[config.mk]
export PLATFORM = sky130hd
export DESIGN_NAME = vblank_access_scheduler
export DESIGN_NICKNAME = d
export VERILOG_FILES = /design/src/rtl/vga_sched_pkg.sv /design/src/rtl/rr_priority_picker.sv /design/src/rtl/vblank_access_scheduler.sv
export SDC_FILE = /design/constraint.sdc
export NUM_CORES = 1
export LEC_CHECK = 0
export ABC_AREA = 1
export ABC_CLOCK_PERIOD_IN_PS = 2060
export CAP_MARGIN = 0
export CORE_MARGIN = 10
export CORE_UTILIZATION = 53
export CTS_BUF_LIST = sky130_fd_sc_hd__clkbuf_4
export CTS_CLUSTER_DIAMETER = 120
export DETAILED_ROUTE_END_ITERATION = 12
export PLACE_DENSITY = 0.79
export SLEW_MARGIN = 20
export SYNTH_ARGS = -nofsm -noshare
export SYNTH_HDL_FRONTEND = slang
export SYNTH_SLANG_ARGS = --single-unit
[constraint.sdc]
create_clock -name clk -period 2.06 [get_ports clk]
set_input_delay 0.618 -clock clk [delete_from_list [all_inputs] [get_ports clk]]
set_output_delay 0.618 -clock clk [all_outputs]
set_load 0.005 [all_outputs]
[src/rtl/vga_sched_pkg.sv]
// Shared VGA timing defaults and the vblank scheduler state encoding.
package vga_sched_pkg;

  localparam int unsigned VGA_H_TOTAL   = 800;
  localparam int unsigned VGA_V_TOTAL   = 525;
  localparam int unsigned VGA_V_VISIBLE = 480;
  localparam int unsigned VGA_CNT_W     = 10;
  localparam int unsigned FRAME_CNT_W   = 16;

  typedef enum logic [1:0] {
    CLOSED,
    IDLE,
    GRANTED
  } sched_state_t;

endpackage

[src/rtl/rr_priority_picker.sv]
// Round-robin picker: first asserted request strictly after ptr, wrapping.
// Purely combinational; the caller registers the result.
module rr_priority_picker #(
  parameter int unsigned N = 4
) (
  input  logic [N-1:0]          req,
  input  logic [$clog2(N)-1:0]  ptr,
  output logic [N-1:0]          win_c,
  output logic [$clog2(N)-1:0]  idx_c,
  output logic                  valid_c
);

  localparam int unsigned IW = $clog2(N);

  int unsigned cand;

  always_comb begin
    win_c   = '0;
    idx_c   = '0;
    valid_c = 1'b0;
    cand    = 0;
    // Offset 1..N from the pointer so the last winner is considered last.
    for (int unsigned i = 1; i <= N; i++) begin
      cand = (32'(ptr) + i) % N;
      if (!valid_c && req[IW'(cand)]) begin
        valid_c           = 1'b1;
        idx_c             = IW'(cand);
        win_c[IW'(cand)]  = 1'b1;
      end
    end
  end

endmodule

[src/rtl/vblank_access_scheduler.sv]
// Grants the shared sprite/framebuffer write port to one requester at a time,
// only inside the vertical-blanking window. Define FRAME_COUNTER_EN to add the
// 16-bit frame_count game-tick output.
module vblank_access_scheduler
  import vga_sched_pkg::*;
#(
  parameter int unsigned NUM_REQ   = 4,
  parameter int unsigned MAX_HOLD  = 800,
  parameter int unsigned GUARD     = 16,
  parameter int unsigned H_TOTAL   = VGA_H_TOTAL,
  parameter int unsigned V_TOTAL   = VGA_V_TOTAL,
  parameter int unsigned V_VISIBLE = VGA_V_VISIBLE
) (
  input  logic                        clk,
  input  logic                        reset_n,
  input  logic [VGA_CNT_W-1:0]        h_counter,
  input  logic [VGA_CNT_W-1:0]        v_counter,
  input  logic [NUM_REQ-1:0]          req,
  output logic [NUM_REQ-1:0]          gnt,
  output logic [$clog2(NUM_REQ)-1:0]  gnt_id,
  output logic                        busy,
  output logic                        abort,
  output logic                        frame_start
`ifdef FRAME_COUNTER_EN
  ,
  output logic [FRAME_CNT_W-1:0]      frame_count
`endif
);

  localparam int unsigned ID_W   = $clog2(NUM_REQ);
  localparam int unsigned HOLD_W = $clog2(MAX_HOLD + 1);

  localparam logic [VGA_CNT_W-1:0] V_OPEN    = VGA_CNT_W'(V_VISIBLE);
  localparam logic [VGA_CNT_W-1:0] V_LAST    = VGA_CNT_W'(V_TOTAL - 1);
  localparam logic [VGA_CNT_W-1:0] H_CLOSE   = VGA_CNT_W'(H_TOTAL - GUARD);
  localparam logic [HOLD_W-1:0]    HOLD_LAST = HOLD_W'(MAX_HOLD - 1);
  localparam logic [ID_W-1:0]      PTR_INIT  = ID_W'(NUM_REQ - 1);

  sched_state_t        state;
  logic                win_c;
  logic                win_q;
  logic [HOLD_W-1:0]   hold;
  logic [ID_W-1:0]     ptr;
  logic [NUM_REQ-1:0]  pick_win_c;
  logic [ID_W-1:0]     pick_idx_c;
  logic                pick_valid_c;

  // Window closes GUARD pixels before the last line ends so writes settle.
  assign win_c = (v_counter >= V_OPEN) &&
                 !((v_counter == V_LAST) && (h_counter >= H_CLOSE));

  rr_priority_picker #(
    .N       (NUM_REQ)
  ) u_picker (
    .req     (req),
    .ptr     (ptr),
    .win_c   (pick_win_c),
    .idx_c   (pick_idx_c),
    .valid_c (pick_valid_c)
  );

  always_ff @(posedge clk or negedge reset_n) begin
    if (!reset_n) begin
      state       <= CLOSED;
      win_q       <= 1'b0;
      gnt         <= '0;
      gnt_id      <= '0;
      busy        <= 1'b0;
      abort       <= 1'b0;
      frame_start <= 1'b0;
      hold        <= '0;
      ptr         <= PTR_INIT;
    end else begin
      win_q       <= win_c;
      frame_start <= win_c & ~win_q;
      abort       <= 1'b0;
      case (state)
        // CLOSED may grant directly once the window is seen open.
        CLOSED, IDLE: begin
          if (!win_q) begin
            state <= CLOSED;
          end else if (pick_valid_c) begin
            gnt    <= pick_win_c;
            gnt_id <= pick_idx_c;
            busy   <= 1'b1;
            ptr    <= pick_idx_c;
            hold   <= '0;
            state  <= GRANTED;
          end else begin
            state <= IDLE;
          end
        end
        GRANTED: begin
          if (!win_q) begin
            gnt   <= '0;
            busy  <= 1'b0;
            abort <= 1'b1;
            state <= CLOSED;
          end else if (hold == HOLD_LAST) begin
            gnt   <= '0;
            busy  <= 1'b0;
            abort <= 1'b1;
            state <= IDLE;
          end else if (!req[gnt_id]) begin
            gnt   <= '0;
            busy  <= 1'b0;
            state <= IDLE;
          end else begin
            hold <= hold + HOLD_W'(1);
          end
        end
        default: begin
          gnt   <= '0;
          busy  <= 1'b0;
          state <= CLOSED;
        end
      endcase
    end
  end

`ifdef FRAME_COUNTER_EN
  // Game tick: advances on the same edge that raises frame_start.
  always_ff @(posedge clk or negedge reset_n) begin
    if (!reset_n) begin
      frame_count <= '0;
    end else if (win_c && !win_q) begin
      frame_count <= frame_count + FRAME_CNT_W'(1);
    end
  end
`endif

endmodule

Word level (Yosys, flattened, before mapping)
Cells that the tools add are included.

word-level totals
  memory bits (writable) = 0
  output and inout bits = 9
  bits in latches = 0
  memories = 0
  ROM bits = 0
  register bits = 24
  input port bits = 26

operators by class
  mux-type cells = 57
  $lt $le $gt $ge = 11
  div/mod/pow operators = 0
  equality and inequality tests = 10
  bitwise operators = 5
  reduce and logical (&&, ||, !) cells = 19
  shift operators = 0
  add/sub/neg operators = 5
  $mul = 0

operator list
  cell                   number
  $mux 10                5
  $mux 4                 9
  $mux 1                 21
  $eq 10x10->1 const B   2
  $pmux 10 s2            1
  $mux 2                 9
  $lt 2x3->1 const B     5
  $or 4x4->4             3
  $add 10x1->10 const B  1
  $bmux 1 s2             5
  $ge 10x10->1 const B   1
  $ge 10x9->1 const B    1
  $ne 2x2->1 const B     5
  $logic_and 1x1->1      9
  $demux 1 s2            4
  $ge 2x1->1 const B     4
  $pmux 4 s2             1
  $reduce_and 3->1       2
  $reduce_and 6->1       1
  $add 2x1->2 const B    2
  $add 2x2->2 const B    2
  $logic_not 1->1        4
  $ne 4x4->1 const B     1
  $pmux 2 s2             1
  other kinds (8)        8

Logic depth before layout (Yosys ltp)
Gate-level depths: netlist of run 1.

  word-level depth = 16
  mapped depth = 12
  mapped depth without buffers = 11

By module
A second synthesis of run 1 with hierarchy kept.

unflattened totals
  cells, all modules = 254
  area total of the unflattened synthesis = 1818.0 µm²

modules (own cells, without submodules)
  module                   times used  cells each  area each (µm²)
  vblank_access_scheduler  1           180         1360.1
  rr_priority_picker       1           74          457.9

Worst setup path after synthesis of run 1
OpenSTA, ideal clock, no wires.

  path kind = reg-to-reg
  from = register ptr[0]
  to = register ptr[0]
  setup slack = 0.169 ns
  stages on the path, launching flop included = 11
  arrival time = 1.812 ns
  buffers on the path = 0
  clock period less this slack = 1.891 ns
  path through = dfstp_2 inv_2 ha_1 inv_1 nand3_1 nand2_1 nor2_1 nor2_1 nand2_1 nand3_1 o21ai_0

between the ends
  cells in the longest elaborated chain, start to end = 14

ends and longest elaborated chain
  element                            RTL line                       text
  start: declaration                 vblank_access_scheduler.sv:43  logic [ID_W-1:0] ptr;
  start signal: assignment           vblank_access_scheduler.sv:86  ptr <= pick_idx_c;
  $add 2x1->2                        rr_priority_picker.sv:24       cand = (32'(ptr) + i) % N;
  $bmux 1 s2                         rr_priority_picker.sv:25       if (!valid_c && req[IW'(cand)]) begin
  $mux 1 (implied by the code)       rr_priority_picker.sv:25
  $mux 1                             rr_priority_picker.sv:25
  $logic_not 1->1                    rr_priority_picker.sv:25
  $logic_and 1x1->1                  rr_priority_picker.sv:25
  $mux 1                             rr_priority_picker.sv:25
  $logic_not 1->1                    rr_priority_picker.sv:25
  $logic_and 1x1->1                  rr_priority_picker.sv:25
  $mux 1                             rr_priority_picker.sv:25
  $logic_not 1->1                    rr_priority_picker.sv:25
  $logic_and 1x1->1                  rr_priority_picker.sv:25
  $mux 1                             rr_priority_picker.sv:25
  $reduce_and 3->1 (no source line)  -

Several ways; a longest one is shown, not always the timed one. The select of a mux whose other input is x is not followed.
A chain may end at the register's enable or synchronous reset.

Worst setup path in the final report of run 1
  from = register ptr[1]
  to = register gnt_id[0]

between the ends
  cells in the longest elaborated chain, start to end = 14

ends and longest elaborated chain
  element                            RTL line                       text
  $add 2x1->2                        rr_priority_picker.sv:24
  $bmux 1 s2                         rr_priority_picker.sv:25
  $mux 1 (implied by the code)       rr_priority_picker.sv:25
  $mux 1                             rr_priority_picker.sv:25
  $logic_not 1->1                    rr_priority_picker.sv:25
  $logic_and 1x1->1                  rr_priority_picker.sv:25
  $mux 1                             rr_priority_picker.sv:25
  $logic_not 1->1                    rr_priority_picker.sv:25
  $logic_and 1x1->1                  rr_priority_picker.sv:25
  $mux 1                             rr_priority_picker.sv:25
  $logic_not 1->1                    rr_priority_picker.sv:25
  $logic_and 1x1->1                  rr_priority_picker.sv:25
  $mux 1                             rr_priority_picker.sv:25
  $reduce_and 3->1 (no source line)  -
  end signal: assignment             vblank_access_scheduler.sv:84  gnt_id <= pick_idx_c;
  end: declaration                   vblank_access_scheduler.sv:20  output logic [$clog2(NUM_REQ)-1:0] gnt_id,

Several ways; a longest one is shown, not always the timed one. The select of a mux whose other input is x is not followed.

==> flow_summary_export.csv, run 1 <==
group,metric,value,unit
grt,grt_pass1_wl,6858,um
grt,overflow,0,
timing,hold_viol,0,
setup_path,crit_buf_inv,3,
yosys,syn_avg_cell_area,7.101,um^2
worst_hold_path,hold_path_class,"flop to flop",
placement,io_buffers,30,
setup_path,path_cells,"inv_1, ha_4, inv_1, nand3_1, nand2_1, buf_4, nor2_1, o21ai_0, nand3_1, o21ai_0",
yosys,synth_common_cells,"nand2_1, nand3_1, dfrtp_1",
placement,placedCellCount,322,
yosys,syn_nets,272,
setup_path,endpoint_kind,"flop",
die,pin_count,35,
setup_path,crit_path_max_incr_delay,0.56,ns
layout,final.fill_count,281,
setup_path,required,2.27,ns
layout,fin_nets,318,
die,fp.dieW,76.35,um
layout,drive_gt1_share,12.41,%
grt,grt_pass1_vias,1625,
yosys,ys_ff_latch,24,
setup_path,critPathTopFamily,"flip-flops",
timing,finalSetupTns,0,ns
die,die_h,76.35,um
timing,fin_crit_sh,92.85,%
setup_path,worstPathArrival,2.12,ns
timing,fin_crit,1.913,ns
power,vdd_drop_max,0.7139,mV
yosys,ys_seq_area_share,35.84,%
route,wl_per_cell,12.17,um
placement,pre_cts_ws,-0.09979,ns
placement,dpl.hpwl,3149,um
timing,max_freq,522.8,MHz
timing,finalSetupViolCount,0,
route,drt-total-wl,3967,um
yosys,yosysMostFrequentCell,"nand2_1",
cts,cts_max_level,1,
cts,cts_sinks,24,
cts,cts_tree,"done",
yosys,synth_area_leaders,"dfrtp_1, nand2_1, nand3_1",
timing,final_max_slew_viol_count,0,
yosys,yosys_warnings,0,
timing,worst_pin_slew,0.3217,ns
setup_path,cp_max_fo,6,
yosys,yosys_most_used_dff,"dfrtp_1",
power,cellLeakagePower,1.085,nW
placement,place_congestion,0.8820,
timing,skew,0.002846,ns
setup_path,crit_slowest_cell,"dfstp_2",
layout,area_delta_synth_final,30.33,%
yosys,synth_edf_count,0,
grt,grt_max_degree,25,
die,rows,20,
setup_path,critical_path_class,"flop to flop",
cts,cts_root_buf,"clkbuf_4",
yosys,synthArstFlopShare,100.0,%
layout,final_util,71.84,%
cts,path_clk_slew,0.14,ns
route,vias,1671,
yosys,synth_top_cell_area_share,32.71,%
setup_path,start_kind,"flop",
run,maxCapViolations,0,
yosys,ys_types,30,
cts,clockBufferDepth,2,
layout,diodes,0,
timing,slew_headroom,78.47,%
die,initial_core_util,55.12,%
die,die_area,5829,um^2
route,vias_per_cell,5.126,
power,p_per_area,1256,nW/um^2
cts,clk_latency,0.31,ns
grt,grt_usage,13.51,%
route,drt-pass1-iter-count,4,
outcome,status,"finished clean",
route,drtIter0Drc,84,
route,remaining_drc_errors,0,
grt,antenna_found_initial,0,
yosys,netlist_instances,237,
cts,hold_buffers,0,
cts,cts_made_buffers,3,
die,fp.coreArea,3053,um^2
timing,setup_ws,0.1473,ns
layout,fin_cells,326,
yosys,synth_area,1683,um^2
yosys,yosys.area.top_type,"dfrtp_1",
route,route.antenna.remaining_nets,0,
-- cell families (layout without fill, tap and decap cells) --
logic type,count (synthesis),after routing,synth area share (%)
fa+ha+maj,9,9,6.692
compound gates,18,18,7.138
buf+inv,24,69,5.873
simple gates,156,156,41.34
xor+xnor,6,6,3.123
flops,24,24,35.84
-- area by class of cell --
| cell class | instances | area, um^2 | share of cell area [%] |
|---|---|---|---|
| multi-input combinational | 189 | 998.5 | 45.52 |
| sequential | 24 | 603.1 | 27.50 |
| timing repair buffer | 44 | 405.4 | 18.48 |
| inverter | 21 | 78.83 | 3.594 |
| tap | 44 | 55.05 | 2.510 |
| clock inverter | 1 | 30.03 | 1.369 |
| clock buffer | 3 | 22.52 | 1.027 |
-- tightest hold or removal path, stage by stage (launching register included) --
cell and delay, ns:
dfrtp_1 0.37, nand2_1 0.06, nand2_1 0.06
-- cells in the final DEF (no fill, tap or decap), types with 6 or more instances in the layout --
| cell type | synthesis | routed |
|---|---|---|
| nor2_1 | 21 | 19 |
| dfrtp_1 | 22 | 22 |
| ha_1 | 9 | 8 |
| buf_4 | 0 | 14 |
| nand4_1 | 7 | 7 |
| nand2_1 | 76 | 76 |
| nand2_2 | 6 | 6 |
| a21oi_1 | 6 | 6 |
| clkdlybuf4s50_1 | 0 | 30 |
| nand3_1 | 35 | 35 |
| inv_1 | 19 | 19 |
-- registers in the layout, summed over array words and instances, names as in the netlist --
register / cells
abort: 1
busy: 1
frame_start: 1
gnt: 4
gnt_id: 2
hold: 10
ptr: 2
state: 2
win_q: 1
-- metal layers --
metal,vias to the layer above,part of all wire (%),global-route usage (%)
met4,0,1.5,4.461
met5,-,0,0
li1,866,-,-
met3,6,8.0,4.363
met1,748,47,16.90
met2,51,44,21.34
-- per-stage QoR --
step,hold WS [ns],power [W],cell area [um^2]
finish,0.5018,0.002756,2193
global route,0.5210,0.003025,2193
CTS,0.5038,0.002702,2176
detailed placement,0.4713,0.002358,2123
global placement,0.4621,0.002327,2123
floorplan,0.3224,0.001734,1683
-- what timing repair did --
action / CTS / global route
endpoints found under the hold margin: 0 / 0
gates resized for setup: 0 / 3
endpoints found under the setup margin: 0 / 15
setup buffers: 0 / 0
-- power breakdown --
part           internal [W]  switching [W]
logic              0.000697        0.00103
clock network      0.000197       0.000147
registers          0.000599      0.0000894
-- worst paths after layout --
check	start	to	slack (ns)	cells after the start
max	ptr[1]$_DFFE_PN1P_	gnt_id[0]$_DFFE_PN0P_	0.15	10
min	gnt[3]$_DFFE_PN0P_	gnt[3]$_DFFE_PN0P_	0.50	2
max reg2reg	ptr[1]$_DFFE_PN1P_	gnt_id[0]$_DFFE_PN0P_	0.15	10
min reg2reg	gnt[3]$_DFFE_PN0P_	gnt[3]$_DFFE_PN0P_	0.50	2
max in group asynchronous	reset_n	ptr[0]$_DFFE_PN1P_	1.13	2
min in group asynchronous	reset_n	hold[3]$_DFFE_PN0P_	0.64	2
(Power assumes the default switching activity.)
==> run 2: changes to the inputs <==
--- a/config.mk
+++ b/config.mk
@@ -8,7 +8,8 @@
 export ABC_AREA = 1
 export ABC_CLOCK_PERIOD_IN_PS = 2060
 export CAP_MARGIN = 0
-export CORE_MARGIN = 10
+export CORE_ASPECT_RATIO = 1.5
+export CORE_MARGIN = 1.5
 export CORE_UTILIZATION = 53
 export CTS_BUF_LIST = sky130_fd_sc_hd__clkbuf_4
 export CTS_CLUSTER_DIAMETER = 120
==> run 2 against run 1 <==
Sequential share of layout area rose by 0.079 points. Clock power fell by 39%. Global-route usage rose by 10 points. Critical path type unchanged. Count of clock-buffer cells in the layout did not move. Critical path depth rose by 1. Clock skew rose by 0.0046 ns. Combinational power rose by 3%. Worst setup slack improved by 0.047 ns.
==> flow_summary_export.csv, run 2 (synthesis results as in run 1) <==
group,metric,value,unit
power,p_int,0.001403,W
route,vias,1686,
die,fp.dieW,49.01,um
route,drt-total-wl,3917,um
setup_path,worstPathArrival,2.08,ns
power,vdd_drop_max,0.8479,mV
setup_path,crit_buf_inv,3,
cts,path_clk_slew,0.13,ns
grt,antenna_found_initial,0,
setup_path,critPathTopFamily,"flip-flops",
die,pin_count,35,
route,drt-pass1-iter-count,4,
die,rows,24,
cts,cts_max_level,1,
setup_path,r2r_slack,0.19,ns
timing,rsz0062_at_grt,"no",
placement,dpl.hpwl,3090,um
cts,hold_buffers,0,
layout,final_util,73.57,%
die,fp.coreArea,2973,um^2
placement,place_congestion,0.8373,
grt,overflow,0,
setup_path,required,2.28,ns
die,die_h,72.01,um
timing,fin_crit,1.866,ns
layout,reg_top3,"hold: 10 flops, gnt: 4 flops",
route,drtIter0Drc,66,
layout,fin_cells,326,
layout,fin_nets,323,
layout,area_delta_synth_final,29.96,%
power,power.total,0.002660,W
placement,placedCellCount,322,
layout,diodes,0,
grt,grt_max_degree,25,
timing,finalSetupViolCount,0,
timing,fin_crit_sh,90.56,%
die,die_area,3529,um^2
route,remaining_drc_errors,0,
cts,clockBufferDepth,2,
run,maxCapViolations,0,
timing,skew,0.007409,ns
timing,hold_viol,0,
setup_path,crit_slowest_cell,"dfstp_2",
route,wl_per_cell,12.02,um
layout,design_area,2187,um^2
grt,grt_pass1_wl,6755,um
die,initial_core_util,56.61,%
power,p_per_area,1216,nW/um^2
power,pwr-share-seq,25.6,%
setup_path,path_cells,"inv_2, ha_1, inv_1, nand3_1, nand2_2, nor2_1, buf_4, a21oi_1, nand3_1, nand2_1, nand2_1",
setup_path,crit_path_max_incr_delay,0.56,ns
setup_path,endpoint_kind,"flop",
route,vias_per_cell,5.172,
layout,layout_commonest_cell,"nand2_1",
worst_hold_path,hold_path_class,"flop to flop",
power,pwr-share-comb,66.5,%
cts,cts_root_buf,"clkbuf_4",
timing,worst_pin_slew,0.3015,ns
power,power.share.switching,47.24,%
cts,cts_made_buffers,3,
placement,io_buffers,30,
setup_path,cp_max_fo,4,
setup_path,critical_path_class,"flop to flop",
timing,final_max_slew_viol_count,0,
route,route.antenna.remaining_nets,0,
cts,cts_sinks,24,
timing,max_freq,536.0,MHz
layout,largest_reg_flops,10,
cts,cts_setup_buffers,0,
cts,clk_latency,0.31,ns
layout,layout_common_cells,"nand2_1, nand3_1, clkdlybuf4s50_1",
timing,slew_headroom,79.90,%
power,switchingPower,0.001256,W
grt,grt_usage,23.96,%
layout,largest-register,"hold",
layout,drive_gt1_share,13.24,%
grt,grt_pass1_vias,1627,
power,clock_power_share,7.9,%
power,cellLeakagePower,1.098,nW
outcome,status,"finished clean",
setup_path,start_kind,"flop",
cts,cts-resized-gates,0,
placement,placed_area,2155,um^2
cts,cts_tree,"done",
## run 2: stage by stage
stage	setup TNS [ns]	hold WS, ns	setup WS, ns
floorplan	0	0.3224	0.1691
global placement	-0.6649	0.4666	-0.07957
detailed placement	-1.092	0.4680	-0.1135
CTS	0	0.4982	0.1758
global route	0	0.5412	0.005949
finish	0	0.4929	0.1944
## run 2: per-layer routing
metal  GRT usage [%]  vias up  part of all wire, %
li1                -      874                    -
met3           1.235        2                  1.8
met1           25.88      783                   42
met4           4.762        0                 0.49
met2           50.23       27                   56
met5               0        -                    0
## run 2: path summary, 6_finish.rpt
| check | cells after the start | start | endpoint |
|---|---|---|---|
| worst max-delay path | 11 | ptr[0]$_DFFE_PN1P_ | gnt[2]$_DFFE_PN0P_ |
| worst min-delay path | 2 | gnt[3]$_DFFE_PN0P_ | gnt[3]$_DFFE_PN0P_ |
| worst max register to register | 11 | ptr[0]$_DFFE_PN1P_ | gnt[2]$_DFFE_PN0P_ |
| worst min register to register | 2 | gnt[3]$_DFFE_PN0P_ | gnt[3]$_DFFE_PN0P_ |
| max in group asynchronous | 2 | reset_n | ptr[1]$_DFFE_PN1P_ |
| min in group asynchronous | 2 | reset_n | hold[6]$_DFFE_PN0P_ |
## run 2: worst reg2reg max path: stages, from the launching register on
cell     delay, ns
dfstp_2       0.56
inv_2         0.04
ha_1          0.33
inv_1         0.12
nand3_1       0.13
nand2_2       0.09
nor2_1        0.05
buf_4         0.15
a21oi_1       0.12
nand3_1       0.08
nand2_1       0.07
nand2_1       0.05
## run 2: layout make-up
| cell class | instances | area [um^2] |
|---|---|---|
| Clock inverter | 1 | 3.754 |
| Fill cell | 249 | 785.8 |
| Tap cell | 39 | 48.80 |
| Sequential cell | 24 | 603.1 |
| Timing Repair Buffer | 49 | 442.9 |
| Clock buffer | 3 | 22.52 |
| Multi-Input combinational cell | 189 | 987.2 |
| Inverter | 21 | 78.83 |
## run 2: power by group through the flow
stage	registers (W)	clock network, W	logic, W
after floorplan	0.000719	0	0.00102
after global routing	0.000699	0.000226	0.00198
after detailed placement	0.000693	0	0.00174
after CTS	0.000682	0.000213	0.00175
after global placement	0.000689	0	0.00171
final	0.000681	0.000209	0.00177
